$ cat src/rtl/i2s_clk_gen_param_pkg.sv
// Shared types and helpers for the parametrised I2S/TDM clock generator.
package i2s_pkg;

  typedef enum logic [1:0] {I2S_STD, I2S_LJ, I2S_TDM, I2S_RSVD} i2s_mode_e;

  typedef enum {IDLE, RUN} i2s_gen_state_e;

  // Frame length in clk cycles for a given half-period; a half-period of 0 counts as 1.
  function automatic int unsigned frame_clks(input int unsigned half,
                                             input int unsigned slot_bits,
                                             input int unsigned num_slots);
    int unsigned h;
    h = (half == 0) ? 1 : half;
    return 2 * h * slot_bits * num_slots;
  endfunction

endpackage

$ cat src/rtl/i2s_sclk_div.sv
// Half-period counter producing sclk_out and registered rise/fall strobes.
module i2s_sclk_div #(
  parameter int DIV_W = 8
) (
  input  logic             clk,
  input  logic             reset,
  input  logic             run,
  input  logic [DIV_W-1:0] half,
  output logic             sclk_out,
  output logic             rise,
  output logic             fall,
  output logic             fall_tick
);

  logic [DIV_W-1:0] div_cnt;
  logic             tick;

  assign tick      = run && (div_cnt == half - DIV_W'(1));
  // Combinational look-ahead so the frame counters advance on the same edge as the fall.
  assign fall_tick = tick && sclk_out;

  always_ff @(posedge clk) begin
    if (reset || !run) begin
      div_cnt  <= '0;
      sclk_out <= 1'b0;
      rise     <= 1'b0;
      fall     <= 1'b0;
    end else begin
      rise <= tick && !sclk_out;
      fall <= fall_tick;
      if (tick) begin
        div_cnt  <= '0;
        sclk_out <= !sclk_out;
      end else begin
        div_cnt <= div_cnt + 1'b1;
      end
    end
  end

endmodule

$ cat src/rtl/i2s_clk_gen_param.sv
// I2S / left-justified / TDM-pulse bit and frame clock generator with clk-domain strobes.
module i2s_clk_gen_param
  import i2s_pkg::*;
#(
  parameter  int DIV_W     = 8,
  parameter  int SLOT_BITS = 32,
  parameter  int NUM_SLOTS = 2,
  localparam int BIT_W     = $clog2(SLOT_BITS),
  localparam int SLOT_W    = $clog2(NUM_SLOTS)
) (
  input  logic              clk,
  input  logic              reset,
  input  logic              en,
  input  logic [DIV_W-1:0]  div_half,
  input  logic [1:0]        mode,
  output logic              sclk_out,
  output logic              ws_out,
  output logic              sclk_rise,
  output logic              sclk_fall,
  output logic [BIT_W-1:0]  bit_idx,
  output logic [SLOT_W-1:0] slot_idx,
  output logic              frame_start,
  output logic              busy,
  output i2s_gen_state_e    state
);

  localparam logic [BIT_W-1:0]  LAST_BIT  = BIT_W'(SLOT_BITS - 1);
  localparam logic [SLOT_W-1:0] LAST_SLOT = SLOT_W'(NUM_SLOTS - 1);
  localparam logic [SLOT_W-1:0] HALF_SLOT = SLOT_W'(NUM_SLOTS / 2);

  i2s_gen_state_e    state_q, state_d;
  logic [DIV_W-1:0]  half_q, half_in;
  i2s_mode_e         mode_q, eff_mode;
  logic              run, fall_tick, div_fall, launch_q;
  logic              last_bit, last_slot, wrap, launch, stop;
  logic [BIT_W-1:0]  bit_d;
  logic [SLOT_W-1:0] slot_d, slot_after;
  logic              ws_d;

  assign half_in   = (div_half == '0) ? DIV_W'(1) : div_half;
  assign run       = (state_q == RUN);
  assign last_bit  = (bit_idx == LAST_BIT);
  assign last_slot = (slot_idx == LAST_SLOT);
  assign wrap      = fall_tick && last_bit && last_slot;
  assign launch    = ((state_q == IDLE) && en) || (wrap && en);
  assign stop      = wrap && !en;

  i2s_sclk_div #(.DIV_W(DIV_W)) u_div (
    .clk       (clk),
    .reset     (reset),
    .run       (run),
    .half      (half_q),
    .sclk_out  (sclk_out),
    .rise      (sclk_rise),
    .fall      (div_fall),
    .fall_tick (fall_tick)
  );

  always_ff @(posedge clk) begin
    if (reset) state_q <= IDLE;
    else       state_q <= state_d;
  end

  always_comb begin
    state_d = state_q;
    case (state_q)
      IDLE:    if (en)   state_d = RUN;
      RUN:     if (stop) state_d = IDLE;
      default: state_d = IDLE;
    endcase
  end

  always_comb begin
    busy      = (state_q == RUN);
    state     = state_q;
    // A fall registered on the stopping edge launches no bit, so it is masked in IDLE.
    sclk_fall = launch_q || (div_fall && run);
  end

  always_comb begin
    bit_d  = bit_idx;
    slot_d = slot_idx;
    if (launch) begin
      bit_d  = '0;
      slot_d = '0;
    end else if (fall_tick) begin
      if (last_bit) begin
        bit_d  = '0;
        slot_d = last_slot ? '0 : slot_idx + 1'b1;
      end else begin
        bit_d = bit_idx + 1'b1;
      end
    end
  end

  // I2S ws leads by one bit: it takes the slot of the bit after the one being launched.
  always_comb begin
    eff_mode   = launch ? i2s_mode_e'(mode) : mode_q;
    slot_after = slot_d;
    if (bit_d == LAST_BIT) slot_after = (slot_d == LAST_SLOT) ? '0 : slot_d + 1'b1;
    case (eff_mode)
      I2S_LJ:  ws_d = (slot_d >= HALF_SLOT);
      I2S_TDM: ws_d = (slot_d == '0) && (bit_d == '0);
      default: ws_d = (slot_after >= HALF_SLOT);
    endcase
    if (stop) ws_d = 1'b0;
  end

  always_ff @(posedge clk) begin
    if (reset) begin
      bit_idx     <= '0;
      slot_idx    <= '0;
      ws_out      <= 1'b0;
      frame_start <= 1'b0;
      launch_q    <= 1'b0;
      half_q      <= DIV_W'(1);
      mode_q      <= I2S_STD;
    end else begin
      launch_q    <= (state_q == IDLE) && en;
      frame_start <= launch;
      bit_idx     <= bit_d;
      slot_idx    <= slot_d;
      if (launch || fall_tick) ws_out <= ws_d;
      if (launch) begin
        half_q <= half_in;
        mode_q <= i2s_mode_e'(mode);
      end
    end
  end

endmodule

$ cat config.mk
export PLATFORM = sky130hd
export DESIGN_NAME = i2s_clk_gen_param
export DESIGN_NICKNAME = d
export VERILOG_FILES = /design/src/rtl/i2s_clk_gen_param_pkg.sv /design/src/rtl/i2s_sclk_div.sv /design/src/rtl/i2s_clk_gen_param.sv
export SDC_FILE = /design/constraint.sdc
export NUM_CORES = 1
export LEC_CHECK = 0
export CAP_MARGIN = 10
export CORE_MARGIN = 1
export CORE_UTILIZATION = 60
export DETAILED_ROUTE_END_ITERATION = 7
export DONT_BUFFER_PORTS = 1
export HOLD_SLACK_MARGIN = 0.1
export PLACE_DENSITY = 0.76
export SLEW_MARGIN = 25
export SYNTH_ARGS = -nofsm -noshare
export SYNTH_HDL_FRONTEND = slang
export SYNTH_SLANG_ARGS = --single-unit
export TNS_END_PERCENT = 30
$ cat constraint.sdc
create_clock -name clk -period 4.05 [get_ports clk]
set_input_delay 1.0125 -clock clk [delete_from_list [all_inputs] [get_ports clk]]
set_output_delay 1.0125 -clock clk [all_outputs]
set_load 0.02 [all_outputs]
Word level (Yosys, flattened, before mapping). Index checks and enable logic that the tools add are counted.

Flip-flop bits (word level): 62. Bits of input ports: 13. Output and inout port bits: 44.

Add/sub/neg operators: 5. Magnitude comparators: 2. Eq/ne operators: 9. Muxes and demuxes: 16. Bitwise logic cells: 1. Reduce and logical (&&, ||, !) cells: 23.

Operator list (count): logical NOT 32 bit (2); 2-to-1 mux 32 bit (2); one-hot mux 32 bit (2 select lines) (1); equality test 32 x 1 -> 1 bit, second input constant (1); equality test 32 x 2 -> 1 bit, second input constant (1); 2-to-1 mux 5 bit (3); equality test 5 bit, second input constant (2); logical AND 1 bit (10); adder 8 x 1 -> 8 bit, second input constant (1); equality test 8 bit (1); logical NOT 8 bit (1); 2-to-1 mux 8 bit (1); subtractor 8 x 1 -> 8 bit, second input constant (1); 2-to-1 mux 1 bit (7); adder 5 x 1 -> 5 bit, second input constant (1); logical NOT 5 bit (1); logical OR 1 bit (4); != test 2 bit, second input constant (2); logical NOT 1 bit (3); adder 1 bit, second input constant (2); equality test 2 x 1 -> 1 bit, second input constant (1); equality test 2 bit, second input constant (1); greater-or-equal comparator 1 bit, second input constant (2); 2-to-1 mux 2 bit (1); other kinds (4) (4).

Longest topological paths before layout. Gate-level depths: netlist of the first run.

Depth after elaboration: 15. Gate-level depth with buffers: 17. Depth with buffers taken out: 15.

Hierarchy. From an unflattened synthesis of the first run, not the netlist that was laid out.

Cells, all modules: 226. Area total of the unflattened synthesis: 1891.8 um^2.

Modules (own cells, without submodules): i2s_clk_gen_param (instances 1, cells each 151, area an instance 1236.2 um^2, seq. area each 400.4 um^2); i2s_sclk_div (instances 1, cells each 75, area an instance 655.6 um^2, seq. area each 220.2 um^2).

Worst setup path after synthesis of the first run. Ideal clock, no wire load.

Kind: register to register. Start: register half_q[0]. End: register ws_out. Data arrival time: 3.299 ns. Setup slack: 0.675 ns. Stages on the path, launching flop included: 18. Path through: dfxtp_1 -> buf_2 -> inv_1 -> ha_1 -> o21bai_1 -> a2111oi_0 -> a311o_2 -> o2111ai_4 -> o21ai_1 -> and2_1 -> buf_2 -> mux2i_1 -> inv_1 -> ha_1 -> nor4b_1 -> a21oi_1 -> o32a_1 -> o22ai_2.

Elaborated cells between the ends (all ways): 28. Classes of those cells: 2 x add/sub; 2 x order compare; 4 x eq/ne; 9 x mux; 1 x bitwise; 10 x reduce/logical.

RTL lines: start: declaration (RTL line i2s_clk_gen_param.sv:32) `logic [DIV_W-1:0] half_q, half_in;`; start signal: assignment (RTL line i2s_clk_gen_param.sv:125) `half_q <= half_in;`; subtractor 8 x 1 -> 8 bit (*) (RTL line i2s_sclk_div.sv:18) `assign tick = run && (div_cnt == half - DIV_W'(1));`; equality test 8 bit (*) (RTL line i2s_sclk_div.sv:18); logical AND 1 bit (*) (RTL line i2s_sclk_div.sv:18); logical AND 1 bit (*) (RTL line i2s_sclk_div.sv:20) `assign fall_tick = tick && sclk_out;`; logical AND 1 bit (*) (2 in series) (RTL line i2s_clk_gen_param.sv:44) `assign wrap = fall_tick && last_bit && last_slot;`; logical AND 1 bit (*) (RTL line i2s_clk_gen_param.sv:45) `assign launch = ((state_q == IDLE) && en) || (wrap && en);`; logical OR 1 bit (*) (RTL line i2s_clk_gen_param.sv:45); 2-to-1 mux 2 bit (*); named net eff_mode[1] (RTL line i2s_clk_gen_param.sv:33) `i2s_mode_e mode_q, eff_mode;`; equality test 2 bit / equality test 2 x 1 -> 1 bit (equally long branches) (RTL line i2s_clk_gen_param.sv:101) `case (eff_mode)`; one-hot mux 1 bit (2 select lines) (*) (RTL line i2s_clk_gen_param.sv:101); 2-to-1 mux 1 bit (*) (RTL line i2s_clk_gen_param.sv:106) `if (stop) ws_d = 1'b0;`; end signal: assignment (RTL line i2s_clk_gen_param.sv:123) `if (launch || fall_tick) ws_out <= ws_d;`; end: declaration (RTL line i2s_clk_gen_param.sv:17) `output logic ws_out,`.

Mark *: on every way through the listed nets, which the timed path passes. The rest lies on a longest branch. A chain may end at the register's enable or synchronous reset.

Worst setup path in the final report of the first run. Same ends and word-level chain as after synthesis.

==> reports/results.txt, run 1 <==
Outcome - finished, final reports clean
Clock share of power - 32.5%
Total core area - 3130 um^2
R2r setup slk - 0.44 ns
Total track usage - 22.2%
Detail Placement HPWL - 2710 um
Initial antenna violation count - 0
Dpl ws - 0.531 ns
Number of port buffers - 0
Critical path class - flop to flop
Worst-path clk slew - 0.10 ns
Post-Synthesis Cells - 248
Via-per-instance ratio - 5.32
FF+latch area - 621 um^2
Pleak - 0.828 nW
Final WL - 3640 um
Avg Cell Area, Syn - 8.19 um^2
Clk Latency, worst-skew pair - 0.33 ns
Max-cap violations - 0
Yosys reg bits - 31
Initial DRT Pass Iterations - 4
Sequential cell area fraction in the yosys report - 30.6%
Vias in the first global route - 1,313
Layout fillers - 298
Final Setup Violations - 0
Peak Freq - 0.277 GHz
Grt ovf - 0
TritonCTS Buffers - 5
CP Max Fanout - 7
CTS tree - yes
Share of cells above drive strength 1 - 8.50%
Chip width - 60.2 um
Max IR drop VDD - 0.252 mV
Row count - 20
First-pass GRT wire length - 5950 um
WL per Instance - 12.5 um
PD cells - 313 nW/um^2
Die area - 3620 um^2
CTS Hold Bufs - 0
Clock tree sinks - 31
Post-CTS sizing - 0
TNS Setup - 0 ns
Internal - 0.446 mW
Gate power share - 15.6%
Yosys Warn Count - 0
CTS max path bufs - 2
WP data arrival - 3.86 ns
Required @ worst endpoint - 4.30 ns
Final cycle utilization of the critical path - 89.1%
Critical path launch point type - flop
Post-layout min period - 3.61 ns
IO Pins - 57
Antenna Cells - 0
Largest net degree at the start of global routing - 23
Setup ws final - 0.442 ns
DRC viols - 0
Via count - 1,548
Clk_skew - 0.0178 ns
Net count, final - 265
Syn Std Cell Area - 2030 um^2
ANT nets after route - 0
Area occupied by multi-input gates - 1190 um^2
P_sw - 0.181 mW
GP Congestion - 0.921
RSZ-0062 raised after global routing - no
Asr flop ratio synth - 0%
CTS root buf - clkbuf_4
Die height - 60.2 um
CP Capture Type - flop
Unique cell type count in the Yosys netlist - 46
CTS HTree Levels - 2
Final Max Slew Viols - 0
Hold Fails Final Rpt - 0
Seq pwr share - 51.9%
Post CTS Setup Buffer Count - 0
Min-delay worst type - flop to flop
Number of flops mapped to enable cells by yosys - 0
Area grow syn2layout - -1.36%
Net Sw Frac - 28.9%
Initial Utilization - 64.9%
Initial DRC count - 51
Predominant post-synthesis flop cell - dfxtp_1
critical path: stages (launching register included):
cell	delay, ns
dfxtp_1	0.46
inv_1	0.08
ha_1	0.27
o21bai_1	0.17
a2111oi_0	0.43
a311o_2	0.23
o2111ai_4	0.13
o21ai_1	0.22
and2_1	0.19
mux2i_1	0.30
inv_1	0.08
ha_1	0.31
nor4b_1	0.31
a21oi_1	0.07
o32a_1	0.19
o22ai_2	0.11
synthesized netlist by cell type, types with 2 or more instances:
library cell,count,area [um^2]
buf_4,33,248
dfxtp_1,31,621
nor2_1,28,105
nand2_1,18,67.6
a21oi_1,13,65.1
xor2_1,12,105
nor3_1,11,55.1
inv_1,9,33.8
nand3_1,7,35.0
o21ai_0,7,35.0
xnor2_1,7,61.3
clkbuf_1,6,22.5
ha_1,6,75.1
nand2b_1,6,37.5
a211oi_1,5,37.5
and3_1,5,31.3
buf_2,4,20.0
mux2i_1,4,40.0
and2_1,3,18.8
nor4_1,3,18.8
a21o_1,2,15.0
nand3b_1,2,15.0
o211ai_1,2,15.0
o21bai_1,2,15.0
final cells by class:
| type | count | area share (%) |
|---|---|---|
| tap | 44 | 2.75 |
| sequential | 31 | 31.0 |
| timing repair buffer | 5 | 1.87 |
| clock buffer | 8 | 3.44 |
| multi-input combinational | 194 | 59.3 |
| inverter | 9 | 1.69 |
final timing paths:
check,from,endpoint,cells after the start
min reg2reg,half_q[7],half_q[7],2
max reg2reg,half_q[0],ws_out,15
min,half_q[7],half_q[7],2
max,half_q[0],ws_out,15
state kept, by name, indices dropped and copies added (netlist names):
name,flops
half_q,8
u_div.div_cnt,8
bit_idx,5
mode_q,2
frame_start,1
launch_q,1
slot_idx,1
state,1
u_div.fall,1
u_div.rise,1
u_div.sclk_out,1
ws_out,1
stage by stage:
step / hold slack, ns / instance area, um^2 / power (mW) / instances / utilization [%]
2_1_floorplan: 0.447 / 2140 / 0.441 / 278 / -
3_3_place_gp: 0.461 / 1930 / 0.428 / 283 / 61.8
3_5_place_dp: 0.459 / 1930 / 0.429 / 283 / 61.8
4_1_cts: 0.473 / 2000 / 0.631 / 291 / 64.0
5_1_grt: 0.485 / 2000 / 0.657 / 291 / 64.0
6_report: 0.471 / 2000 / 0.627 / 291 / 64.0
cell usage in the layout (no fill, tap or decap), types with 7 or more instances in the layout:
cell	count
nand2_1	18
nor3_1	11
dfxtp_1	31
inv_1	9
o21ai_0	7
xor2_1	12
nand3_1	7
nor2_1	28
a21oi_1	13
conb_1	31
xnor2_1	7
per-layer routing:
metal | track usage (%) | share of wire (%) | vias to the layer above
li1 | - | - | 782
met3 | 5.41 | 6.4 | 7
met5 | 0 | 0 | -
met2 | 32.2 | 43 | 57
met4 | 8.97 | 1.7 | 0
met1 | 31.2 | 49 | 702
kinds of logic after synthesis:
| logic type | share of synthesized area [%] |
|---|---|
| DFF | 30.6 |
| xor gates and xnor gates | 8.19 |
| other | 0.185 |
| buffers and inverters | 16.5 |
| muxes | 1.97 |
| and+or+nand+nor | 22.6 |
| AOI/OAI and AO/OA | 16.3 |
| adders and majority gates | 3.70 |
power groups by stage:
stage | Clock [mW] | Sequential, mW | Combinational (mW)
2_1_floorplan | 0 | 0.331 | 0.110
3_3_place_gp | 0 | 0.333 | 0.0950
3_5_place_dp | 0 | 0.333 | 0.0966
4_1_cts | 0.208 | 0.326 | 0.0975
5_1_grt | 0.221 | 0.327 | 0.109
6_report | 0.204 | 0.326 | 0.0978
Power figures use the tool's default switching activity.
==> inputs of run 2 (changes only) <==
CTS_BUF_LIST = sky130_fd_sc_hd__clkbuf_8   (was unset)
==> run 2 against run 1 <==
- fmax grew 0.39%
- clock skew shrank 0.0081 ns
- die area is the same
- sequential power is essentially flat
- design area grew 1.6%
- critical endpoint unchanged
- critical path type unchanged
- clock power grew 27%
- global-route usage is essentially flat
- final cell count is the same
- count of clock-buffer cells in the layout shrank 1
- highest routed layer unchanged
- flip-flop and latch count is the same
- total power grew 9.1%
==> reports/results.txt, run 2 (synthesis results as in run 1) <==
Clock tree sinks - 31 (unchanged)
Final WL - 3650 um (+0.38%)
Crit-path leading delay family - compound AO/OA/AOI/OAI gates
Die height - 60.2 um (unchanged)
CP Max Fanout - 7 (unchanged)
Max IR drop VDD - 0.263 mV (+4.4%)
Crit-path cells - inv_1 -> ha_1 -> o21bai_1 -> a2111oi_0 -> a311o_2 -> o2111ai_4 -> o21ai_1 -> and2_1 -> mux2i_1 -> inv_1 -> ha_1 -> nor4b_1 -> a21oi_1 -> o32a_1 -> o22ai_2
Initial DRC count - 43 (-16%)
Clk Latency, worst-skew pair - 0.28 ns (-0.05 ns)
Die area - 3620 um^2 (unchanged)
WP data arrival - 3.80 ns (-0.06 ns)
Slowest stage delay, CP - 0.44 ns (-0.02 ns)
Buf/Inv on CP - 2 (unchanged)
Max-cap violations - 0 (unchanged)
TritonCTS Buffers - 5 (unchanged)
Number of port buffers - 0 (unchanged)
Internal - 0.497 mW (+11%)
Initial Utilization - 64.9% (unchanged)
R2r setup slk - 0.46 ns (about the same)
CTS root buf - clkbuf_8
Required @ worst endpoint - 4.25 ns (-0.05 ns)
Peak Freq - 0.278 GHz (+0.39%)
Post-layout min period - 3.59 ns (-0.0139 ns)
RR Startpoint - half_q[0]
WL per Instance - 12.6 um (+0.38%)
Detail Placement HPWL - 2710 um (unchanged)
Total track usage - 22.3% (+0.045 points)
Seq pwr share - 47.7% (-4.2 points)
Slowest-stage cell, CP - dfxtp_1
Final Setup Violations - 0 (unchanged)
Most frequent cells in the layout - conb_1, dfxtp_1, nor2_1, nand2_1, a21oi_1
Layout fillers - 288 (-3.4%)
Final cycle utilization of the critical path - 88.8% (-0.34 points)
Net Sw Frac - 27.4% (-1.5 points)
ANT nets after route - 0 (unchanged)
Vias in the first global route - 1,319 (+0.46%)
CTS tree - yes
GP Congestion - 0.921 (unchanged)
Antenna Cells - 0 (unchanged)
CTS max path bufs - 2 (unchanged)
Outcome - finished, final reports clean
Pleak - 0.845 nW (+2.1%)
Largest net degree at the start of global routing - 23 (unchanged)
CTS HTree Levels - 2 (unchanged)
P_sw - 0.188 mW (+3.5%)
Chip width - 60.2 um (unchanged)
Worst Setup SP - half_q[0]
Total core area - 3130 um^2 (unchanged)
Min-delay worst type - flop to flop
Final Max Slew Viols - 0 (unchanged)
Area after DPL - 1930 um^2 (unchanged)
Net count, final - 265 (unchanged)
Gate power share - 14.3% (-1.3 points)
CTS Hold Bufs - 0 (unchanged)
PD cells - 336 nW/um^2 (+7.4%)
Share of cells above drive strength 1 - 8.50% (unchanged)
Via-per-instance ratio - 5.34 (+0.45%)
Clock share of power - 38.0% (+5.5 points)
TNS Setup - 0 ns (unchanged)
Design Area, Final - 2030 um^2 (+1.6%)
Critical path class - flop to flop
Initial antenna violation count - 0 (unchanged)
Post-CTS sizing - 0 (unchanged)
Hold Fails Final Rpt - 0 (unchanged)
Largest regs - half_q x8, u_div.div_cnt x8, bit_idx x5
Hold Path Sink - half_q[7]
Row count - 20 (unchanged)
Clk_skew - 0.00970 ns (-0.00811 ns)
RSZ-0062 raised after global routing - no
Crit Reg-Reg Endpoint - ws_out
Worst-path clk slew - 0.07 ns (-0.03 ns)
Critical path launch point type - flop
CP Capture Type - flop
IO Pins - 57 (unchanged)
First-pass GRT wire length - 5970 um (+0.24%)
Post CTS Setup Buffer Count - 0 (unchanged)
Cells on worst reg2reg path - 15 (unchanged)
Hold wc startpoint - half_q[7]
Initial DRT Pass Iterations - 5 (+1)
Area grow syn2layout - 0.185%
Hold Path Depth - 2 (unchanged)
Via count - 1,555 (+0.45%)
Grt ovf - 0 (unchanged)
DRC viols - 0 (unchanged)
run 2: changes by cell type in the layout (fill, tap and decap cells not counted):
cell | previous run | this run
clkbuf_8 | 2 | 7
inv_1 | 9 | 10
clkbuf_4 | 5 | 0
clkbuf_1 | 1 | 0
run 2: metrics by stage:
stage	worst slack, ns	std cells	util, %	hold slack (ns)	total power [mW]
2_1_floorplan	0.675	278	-	0.447	0.441
3_3_place_gp	0.659	283	61.8	0.461	0.428
3_5_place_dp	0.531	283	61.8	0.459	0.429
4_1_cts	0.450	291	65.0	0.468	0.690
5_1_grt	0.122	291	65.0	0.480	0.715
6_report	0.456	291	65.0	0.467	0.684
run 2: cell type report:
type / count / area [um^2] / share of cell area (%)
Timing Repair Buffer: 5 / 37.5 / 1.85
Clock inverter: 1 / 3.75 / 0.185
Sequential cell: 31 / 621 / 30.5
Clock buffer: 7 / 96.3 / 4.74
Inverter: 9 / 33.8 / 1.66
Tap cell: 44 / 55.1 / 2.71
Multi-Input combinational cell: 194 / 1190 / 58.4
run 2: layer usage:
metal	wire, um	vias to the layer above	track usage (%)
li1	-	781	-
met1	1820	717	31.2
met2	1570	52	32.3
met3	214	5	6.06
met4	46	0	7.97
met5	0	-	0
run 2: worst max path at each step:
stage	endpoint	cells after the start
after global routing	ws_out	15
final	ws_out	15
after detailed placement	ws_out	15
after CTS	ws_out	15
after floorplan	ws_out	17
after global placement	ws_out	15
run 2: tightest hold or removal path, delay by kind of cell, from the launching register on:
| kind | cells | cell delay, ns |
|---|---|---|
| DFF | 1 | 0.32 |
| AOI/OAI and AO/OA | 1 | 0.05 |
| and+or+nand+nor | 1 | 0.06 |
run 2: power groups by stage:
stage	logic (mW)	registers, mW	clock network, mW
after floorplan	0.110	0.331	0
after global placement	0.0950	0.333	0
after detailed placement	0.0966	0.333	0
after CTS	0.0975	0.326	0.266
after global routing	0.109	0.327	0.279
final	0.0981	0.326	0.260
